File: config.mk
export PLATFORM = sky130hd
export DESIGN_NAME = spi_arbiter
export DESIGN_NICKNAME = d
export VERILOG_FILES = /design/src/rtl/spi_arbiter.sv
export SDC_FILE = /design/constraint.sdc
export NUM_CORES = 1
export LEC_CHECK = 0
export ABC_AREA = 0
export CAP_MARGIN = 20
export CORE_UTILIZATION = 48
export DETAILED_ROUTE_END_ITERATION = 8
export PLACE_DENSITY = 0.89
export SLEW_MARGIN = 20
export SYNTH_ARGS = -nofsm -noshare
export SYNTH_HDL_FRONTEND = slang
export SYNTH_SLANG_ARGS = --single-unit
File: constraint.sdc
create_clock -name clk -period 4.1 [get_ports clk]
set_clock_uncertainty 0.1 [all_clocks]
set_input_delay 0.41 -clock clk [delete_from_list [all_inputs] [get_ports clk]]
set_output_delay 0.41 -clock clk [all_outputs]
set_load 0.005 [all_outputs]
File: src/rtl/spi_arbiter.sv
// Two-requester arbiter in front of a single SPI master: grants one requester at a
// time, strobes the word into the master, and waits for its output-valid rise or a timeout.
module spi_arbiter #(
  parameter int N       = 8,
  parameter int TIMEOUT = 64
) (
  input  logic         clk,
  input  logic         rst,
  input  logic         req0,
  input  logic         req1,
  input  logic [N-1:0] data0,
  input  logic [N-1:0] data1,
  output logic         gnt0,
  output logic         gnt1,
  output logic         done0,
  output logic         done1,
  output logic [N-1:0] rx_data,
  output logic         err,
  output logic         busy,
  output logic [1:0]   cs_n,
  output logic         spi_load,
  output logic [N-1:0] spi_data,
  input  logic         spi_en_out,
  input  logic [N-1:0] spi_rx
);

  typedef enum logic [1:0] {IDLE, LOAD, XFER, DONE} state_t;

  localparam logic [9:0] LOAD_LAST = 10'd3;
  localparam logic [9:0] XFER_LAST = 10'(TIMEOUT - 1);

  state_t     state;
  state_t     state_nxt;
  logic [9:0] cnt;
  logic       winner;
  logic       last_served;
  logic       timed_out;
  logic       en_prev;
  logic       grant_any;
  logic       grant_sel;
  logic       en_rise;
  logic       xfer_timeout;

  // Round-robin between the two requesters; last_served resets to 1 so requester 0 goes first.
  always_comb begin
    grant_any = req0 | req1;
    grant_sel = 1'b0;
    if (req0 && req1) begin
      grant_sel = ~last_served;
    end else begin
      grant_sel = req1;
    end
  end

  assign en_rise      = spi_en_out & ~en_prev;
  assign xfer_timeout = (cnt == XFER_LAST);

  always_comb begin
    state_nxt = state;
    gnt0      = 1'b0;
    gnt1      = 1'b0;
    done0     = 1'b0;
    done1     = 1'b0;
    err       = 1'b0;
    spi_load  = 1'b0;
    cs_n      = 2'b11;
    case (state)
      IDLE: begin
        // Grant is combinational on the request levels, so it is masked while reset is held.
        if (grant_any && !rst) begin
          state_nxt = LOAD;
          gnt0      = ~grant_sel;
          gnt1      = grant_sel;
        end
      end
      LOAD: begin
        spi_load = 1'b1;
        cs_n     = winner ? 2'b01 : 2'b10;
        if (cnt == LOAD_LAST) begin
          state_nxt = XFER;
        end
      end
      XFER: begin
        cs_n = winner ? 2'b01 : 2'b10;
        if (en_rise || xfer_timeout) begin
          state_nxt = DONE;
        end
      end
      DONE: begin
        done0     = ~winner;
        done1     = winner;
        err       = timed_out;
        state_nxt = IDLE;
      end
      default: state_nxt = IDLE;
    endcase
  end

  assign busy = (state != IDLE);

  always_ff @(posedge clk or posedge rst) begin
    if (rst) begin
      state   <= IDLE;
      cnt     <= '0;
      en_prev <= 1'b0;
    end else begin
      state   <= state_nxt;
      en_prev <= spi_en_out;
      if ((state_nxt != state) || (state == IDLE) || (state == DONE)) begin
        cnt <= '0;
      end else begin
        cnt <= cnt + 10'd1;
      end
    end
  end

  // A rise in the timeout cycle still counts as a successful capture.
  always_ff @(posedge clk or posedge rst) begin
    if (rst) begin
      winner      <= 1'b0;
      last_served <= 1'b1;
      timed_out   <= 1'b0;
      spi_data    <= '0;
      rx_data     <= '0;
    end else begin
      if (state == IDLE && grant_any) begin
        winner      <= grant_sel;
        last_served <= grant_sel;
        spi_data    <= grant_sel ? data1 : data0;
        timed_out   <= 1'b0;
      end
      if (state == XFER) begin
        if (en_rise) begin
          rx_data   <= spi_rx;
          timed_out <= 1'b0;
        end else if (xfer_timeout) begin
          rx_data   <= '0;
          timed_out <= 1'b1;
        end
      end
    end
  end

endmodule
* Yosys cells after proc, flatten, opt, wreduce, memory -nomap -nowiden
Index checks and enable logic that the tools add are counted.
** Word-level totals
- Flip-flop bits (word level) :: 32
- Latch bits :: 0
- Memory bits (writable) :: 0
- Bits in read-only memories :: 0
- Input bits :: 29
- Output and inout port bits :: 25
- Logic and storage cells :: 56
- Memories kept :: 0
** Operators by class
- Add/sub/neg operators :: 1
- $mul :: 0
- Divide/modulo/power cells :: 0
- Magnitude comparators :: 0
- Eq/ne operators :: 6
- Shift-type cells :: 0
- Mux-type cells :: 23
- Bitwise gates (word level) :: 6
- Reductions and logical operators :: 12
** Operators by type and width (count)
- 8-bit two-way mux :: 3
- 1-bit two-way mux :: 13
- 10-bit by 1-bit adder with 10-bit output (second input constant) :: 1
- 10-bit by 2-bit == test with 1-bit output (second input constant) :: 1
- 10-bit by 6-bit == test with 1-bit output (second input constant) :: 1
- 10-bit two-way mux :: 1
- 2-bit two-way mux :: 5
- 2-bit case mux with 4 select lines :: 1
- 2-bit == test (second input constant) :: 2
- 1-bit inverter :: 4
- 2-bit nonzero test :: 2
- 1-bit logical AND :: 3
- 1-bit logical OR :: 3
- 2-bit by 1-bit == test with 1-bit output (second input constant) :: 1
- 2-bit logical NOT :: 1
- 2-bit != test :: 1
- 2-bit AND reduction :: 1
- 2-bit OR reduction :: 1
- 1-bit AND :: 1
- 1-bit logical NOT :: 1
- 1-bit OR :: 1

* Logic depth before layout (Yosys ltp)
Gate-level depths: netlist of the first run.
- Depth after elaboration :: 9
- Gate-level depth with buffers :: 8
- Mapped depth without buffers :: 6

* Worst setup path after synthesis of the first run
OpenSTA, ideal clock, no wires.
- Path kind :: register to output
- Start :: register state[0]
- End :: output gnt0
- Data arrival time :: 1.458 ns
- Required time :: 3.590 ns
- Path slack :: 2.132 ns
- Cell stages (with the launch flop) :: 7
- Path buffers :: 2
- Cells stage by stage :: dfrtp_1 > inv_1 > ha_1 > buf_2 > o21ai_1 > clkbuf_1 > nor3_1
** On the way
- Cells in the longest elaborated chain, start to end :: 2
** Ends and longest elaborated chain
- start: declaration :: line 32 : state_t state;
- start signal: assignment :: line 107 : state <= state_nxt;
- 2-bit logical NOT :: line 67 : case (state)
- 1-bit two-way mux :: line 67
- end: declaration :: line 13 : output logic gnt0,
No other way between the ends.

* Worst setup path in the final report of the first run
Same ends and word-level chain as after synthesis.

==> flow_metrics.py, run 1 <==
metrics = {
    "run_status": {
        "status": "finished, final reports clean",
    },
    "timing": {
        "setup_tns_ns": 0,
        "max_freq_mhz": 346,
        "setup_violations": 0,
        "slew-limit-headroom": 0.589,
        "hold_slack_ns": 0.375,
        "timing.final.crit_share": 0.704,
        "fin_crit_ns": 2.89,
        "setup_ws_ns": 1.21,
        "tightest_slew_ns": 0.616,
        "rsz0062_at_grt": "no",
        "slew_viol_final": 0,
        "hold_violations": 0,
    },
    "floorplan": {
        "coreArea_um2": 3100,
        "dieHeight_um": 59.7,
        "ios": 54,
        "start_util": 0.515,
        "rows": 20,
        "fp.dieArea_um2": 3560,
        "die_w_um": 59.7,
    },
    "clock_network": {
        "insertion_delay_ns": 0.34,
        "cts_inserted_buffers": 5,
        "clk_path_buf_depth": 2,
        "cts.clk_slew.worst_paths_ns": 0.10,
        "htreeDepth": 2,
        "ctsHoldBuffers": 0,
        "cts_tree": "done",
        "clock-sinks": 32,
        "post_cts_resized": 0,
        "cts-root-buf": "clkbuf_4",
        "cts_setup_buffers": 0,
    },
    "route": {
        "wl_um": 3650,
        "num_vias": 1315,
        "via_per_inst": 5.26,
        "firstDrtPassIters": 4,
        "antenna_left": 0,
        "drc": 0,
        "first_iter_violations": 58,
        "wire_per_inst_um": 14.6,
    },
    "global_route": {
        "use_met3": 0.0952,
        "grt_start_max_net_pins": 30,
        "grt_pass1_vias": 1326,
        "grt_pass1_wl_um": 6170,
        "gr-max-usage-layer": "met2",
        "track_usage": 0.242,
        "use_met2": 0.384,
        "met1_usage": 0.305,
        "antenna_found_initial": 0,
        "grt_remaining_overflow": 0,
    },
    "cells_and_area": {
        "fin_cells": 250,
        "nFillCells": 243,
        "area_growth_pct": 40.3,
        "final_core_util": 0.722,
        "antenna_cells": 0,
        "nets": 239,
        "post-route-cell-area_um2": 2240,
        "drive_above_1_share": 0.0777,
    },
    "worst_setup_path": {
        "worstPathRequired_ns": 3.59,
        "regToRegSetupSlack_ns": 1.80,
        "crit_path_max_incr_delay_ns": 0.53,
        "path_cells": "inv_1 > ha_1 > o21ai_1 > buf_4 > nor3_1 > clkdlybuf4s50_1",
        "worstPathMaxFanout": 19,
        "critPathArrivalTime_ns": 2.38,
        "reg2reg_from": "state[0]",
        "rr_endpoint": "cnt[2]",
        "critPathLaunchType": "flip-flop",
        "ff2ff_path_depth": 6,
        "critPathKind": "reg -> out",
        "slowest_stage": "clkdlybuf4s50_1",
        "worstSetupEndpointType": "output pin",
    },
    "power": {
        "p_sw_mw": 0.429,
        "p_leak_nw": 0.983,
        "pwr_density_cell_nw_per_um2": 579,
        "switching_share": 0.331,
        "peakVddDrop_uv": 329,
        "clkPwrFrac": 0.183,
        "total_power_mw": 1.30,
        "internal_power_mw": 0.868,
        "pwr-share-seq": 0.380,
        "combPwrFrac": 0.437,
    },
    "yosys": {
        "ys.flop_type": "dfrtp_1",
        "seq_area_frac_synth": 0.502,
        "syn_avg_cell_area_um2": 10.8,
        "yosysUniqueCellTypes": 37,
        "synth_edf_count": 0,
        "synthTopCellsByArea": "dfrtp_1 49%, mux2i_1 5.0%, a22o_1 4.4%",
        "netlist.top_cell.by_area": "dfrtp_1",
        "synth.net_count": 182,
        "synth_top_area_frac": 0.486,
        "ys_ff_latch": 32,
        "synthesis.area_um2": 1600,
        "synth_common_cells": "31 x dfrtp_1, 17 x nor2_1, 14 x nand2_1",
        "synthArstFlopShare": 1.00,
        "yosysMostFrequentCell": "dfrtp_1",
        "yosysWarnings": 0,
        "synth_cells": 148,
    },
    "min_path": {
        "holdPathStages": 1,
        "hold_start": "cnt[0]",
        "hold_end": "cnt[0]",
        "hp-class": "reg -> reg",
    },
    "placed_design": {
        "gp_congestion": 0.778,
        "dpl.hpwl_um": 2730,
        "pre_cts_slack_ns": 1.57,
        "placed_area_um2": 2160,
        "dp_cells": 242,
        "port_buffers": 53,
    },
    "run": {
        "cap_violations": 0,
    },
}
## placed cells by master (no fill, tap or decap), types with 3 or more instances in the layout
master           synthesis  routed
clkdlybuf4s50_1          0      53
dfrtp_1                 31      31
nor2_1                  17      17
nand2_1                 14      14
o21ai_0                 10      10
a22o_1                   8       8
mux2i_1                  8       8
xor2_1                   6       6
and2_1                   5       5
inv_1                    6       5
ha_1                     5       5
clkbuf_4                 0       5
nand2b_1                 3       3
nand4_1                  3       3
buf_4                    0       3
## cell type report
class | instances | area [um^2] | area share
Sequential cell | 32 | 802 | 0.358
Tap cell | 44 | 55.1 | 0.0246
Timing Repair Buffer | 56 | 553 | 0.247
Multi-Input combinational cell | 104 | 732 | 0.327
Clock inverter | 2 | 35.0 | 0.0156
Clock buffer | 6 | 41.3 | 0.0184
Inverter | 6 | 22.5 | 0.0101
## sequential cells by signal, indices dropped and copies added, names as in the netlist
name and count:
cnt 10, winner 1, state 2, last_served 1, rx_data 8, spi_data 8
en_prev 1, timed_out 1
## cell families (layout without fill, tap and decap cells)
kind of cell    after synthesis  count (layout)  share of synthesized area
buf+inv                      12              70                     0.0399
xor+xnor                      8               8                     0.0439
fa+ha+maj                     5               5                     0.0392
flops                        32              32                      0.502
compound gates               32              32                      0.164
simple gates                 51              51                      0.161
mux                           8               8                     0.0501
## power by group through the flow
stage | registers [mW] | clock network, mW | logic, mW
2_1_floorplan | 0.490 | 0 | 0.264
3_3_place_gp | 0.490 | 0 | 0.540
3_5_place_dp | 0.494 | 0 | 0.568
4_1_cts | 0.492 | 0.245 | 0.570
5_1_grt | 0.504 | 0.260 | 0.624
6_report | 0.493 | 0.237 | 0.567
## how the worst max path moves through the flow
| stage | start | end | slack, ns | cells after the start |
|---|---|---|---|---|
| after floorplan | state[0] | gnt0 | 2.13 | 6 |
| after global placement | req1 | gnt1 | 1.58 | 6 |
| after detailed placement | req1 | gnt1 | 1.57 | 6 |
| after CTS | state[0] | gnt0 | 1.22 | 6 |
| after global routing | state[0] | gnt0 | 1.05 | 6 |
| final | state[0] | gnt0 | 1.21 | 6 |
## critical path, delay by kind of cell (launching register included)
kind	cells	cell delay [ns]
buffers and inverters	3	0.90
DFF	1	0.46
adders and majority gates	1	0.39
and+or+nand+nor	1	0.17
AOI/OAI and AO/OA	1	0.12
## per-layer routing
layer | part of all wire | vias to the layer above
met4 | 0.0093 | 0
met1 | 0.43 | 629
met2 | 0.49 | 50
met3 | 0.069 | 4
li1 | - | 632
met5 | 0 | -
Power figures use the tool's default switching activity.
==> inputs of run 2 (changes only) <==
CORE_UTILIZATION = 41   (was 48)
PLACE_DENSITY = 0.81   (was 0.89)
clock period = 2.55 ns   (was 4.1 ns; I/O delays follow)
==> run 2 against run 1 <==
  * Largest cell class unchanged
  * Non-clock buffer count increased by 3
  * Global-route usage decreased by 6.0 points
  * Highest routed layer unchanged
  * Die area increased by 16%
  * Via count decreased by 4.3%
  * Register-to-register slack got worse by 1.3 ns
  * Worst hold slack got worse by 0.21 ns
==> flow_metrics.py, run 2 (synthesis gave the netlist of run 1 again) <==
metrics = {
    "worst_setup_path": {
        "worstPathRequired_ns": 2.19,
        "critPathLaunchType": "flip-flop",
        "ff2ff_path_depth": 6,
        "worstPathMaxFanout": 6,
        "critPathKind": "reg -> out",
        "worstSetupEndpointType": "output pin",
        "rr_endpoint": "cnt[3]",
        "regToRegSetupSlack_ns": 0.55,
        "critPathArrivalTime_ns": 1.91,
        "reg2reg_from": "state[0]",
    },
    "clock_network": {
        "post_cts_resized": 0,
        "clk_path_buf_depth": 2,
        "clock-sinks": 32,
        "cts.clk_slew.worst_paths_ns": 0.06,
        "insertion_delay_ns": 0.28,
        "cts_tree": "done",
        "htreeDepth": 2,
        "ctsHoldBuffers": 0,
        "cts_setup_buffers": 0,
        "cts-root-buf": "clkbuf_8",
        "cts_inserted_buffers": 5,
    },
    "power": {
        "pwr_density_cell_nw_per_um2": 906,
        "peakVddDrop_uv": 541,
        "p_leak_nw": 0.999,
    },
    "global_route": {
        "grt_pass1_vias": 1233,
        "track_usage": 0.181,
        "grt_remaining_overflow": 0,
        "use_met2": 0.289,
        "gr-max-usage-layer": "met2",
        "grt_start_max_net_pins": 29,
        "use_met3": 0.0458,
        "met1_usage": 0.219,
        "antenna_found_initial": 0,
        "grt_pass1_wl_um": 5580,
    },
    "route": {
        "firstDrtPassIters": 4,
        "num_vias": 1259,
        "first_iter_violations": 52,
        "antenna_left": 0,
        "via_per_inst": 4.90,
        "wire_per_inst_um": 12.6,
        "drc": 0,
        "wl_um": 3240,
    },
    "timing": {
        "setup_tns_ns": 0,
        "setup_ws_ns": 0.287,
        "fin_crit_ns": 2.26,
        "slew_viol_final": 0,
        "max_freq_mhz": 442,
        "tightest_slew_ns": 0.420,
        "slew-limit-headroom": 0.719,
        "rsz0062_at_grt": "no",
        "hold_slack_ns": 0.165,
        "hold_violations": 0,
        "timing.final.crit_share": 0.887,
        "setup_violations": 0,
    },
    "min_path": {
        "hp-class": "in -> async",
    },
    "floorplan": {
        "die_w_um": 64.4,
        "coreArea_um2": 3690,
        "rows": 22,
        "start_util": 0.433,
        "dieHeight_um": 64.4,
        "fp.dieArea_um2": 4150,
        "ios": 54,
    },
    "placed_design": {
        "placed_area_um2": 2190,
        "port_buffers": 53,
        "dpl.hpwl_um": 2380,
        "gp_congestion": 0.821,
        "pre_cts_slack_ns": 0.389,
        "dp_cells": 249,
    },
    "cells_and_area": {
        "antenna_cells": 0,
        "largest_reg_flops": 10,
        "final_common_cell": "clkdlybuf4s50_1",
        "fin_cells": 257,
        "top_register": "cnt",
        "nets": 242,
        "post-route-cell-area_um2": 2280,
        "drive_above_1_share": 0.0861,
        "mostFrequentLayoutCells": "53 x clkdlybuf4s50_1, 31 x dfrtp_1, 17 x nor2_1",
        "area_growth_pct": 42.8,
        "largest_registers": "cnt: 10 flops, rx_data: 8 flops, spi_data: 8 flops",
    },
    "run_status": {
        "status": "finished, final reports clean",
    },
    "run": {
        "cap_violations": 0,
    },
}
[run 2: cell count changes in the layout (fill, tap and decap cells not counted)]
| cell | previous run | this run |
|---|---|---|
| buf_4 | 3 | 6 |
| bufinv_16 | 1 | 0 |
| clkbuf_4 | 5 | 0 |
| clkbuf_8 | 0 | 5 |
| clkinv_2 | 1 | 0 |
| clkinv_4 | 0 | 1 |
| clkinvlp_4 | 0 | 1 |
| inv_1 | 5 | 6 |
| inv_2 | 1 | 0 |
[run 2: how the worst max path moves through the flow]
stage | from | to | slack, ns | depth (start not counted)
2_1_floorplan | state[0] | cnt[2] | 0.64 | 8
3_3_place_gp | req1 | gnt1 | 0.41 | 5
3_5_place_dp | req1 | gnt1 | 0.39 | 5
4_1_cts | state[0] | gnt0 | 0.29 | 5
5_1_grt | state[0] | gnt0 | 0.19 | 5
6_report | state[0] | gnt0 | 0.29 | 5
[run 2: per-layer routing]
layer / vias up / wire (um)
met3: 9 / 142
met4: 0 / 83
li1: 636 / -
met1: 578 / 1480
met5: - / 0
met2: 36 / 1540
[run 2: layout make-up]
class / instances / area [um^2]
Clock buffer: 6 / 72.6
Clock inverter: 2 / 16.3
Fill cell: 320 / 1410
Inverter: 6 / 22.5
Multi-Input combinational cell: 104 / 732
Sequential cell: 32 / 802
Tap cell: 48 / 60.1
Timing Repair Buffer: 59 / 576
[run 2: worst max-delay path: stages (launching register included)]
cell and delay, ns:
dfrtp_1 0.45, inv_1 0.14, ha_1 0.22, o21ai_1 0.10, nor3_1 0.19, clkdlybuf4s50_1 0.53
[run 2: report_power, final]
part / internal [mW] / total [mW] / switching, mW
Combinational: 0.522 / 0.895 / 0.373
Clock: 0.194 / 0.385 / 0.191
Sequential: 0.678 / 0.786 / 0.108
Total: 1.39 / 2.07 / 0.672
[run 2: metrics by stage]
stage,util,power [mW]
floorplan,-,1.21
global placement,0.594,1.68
detailed placement,0.594,1.69
CTS,0.618,2.09
global route,0.618,2.23
finish,0.618,2.07
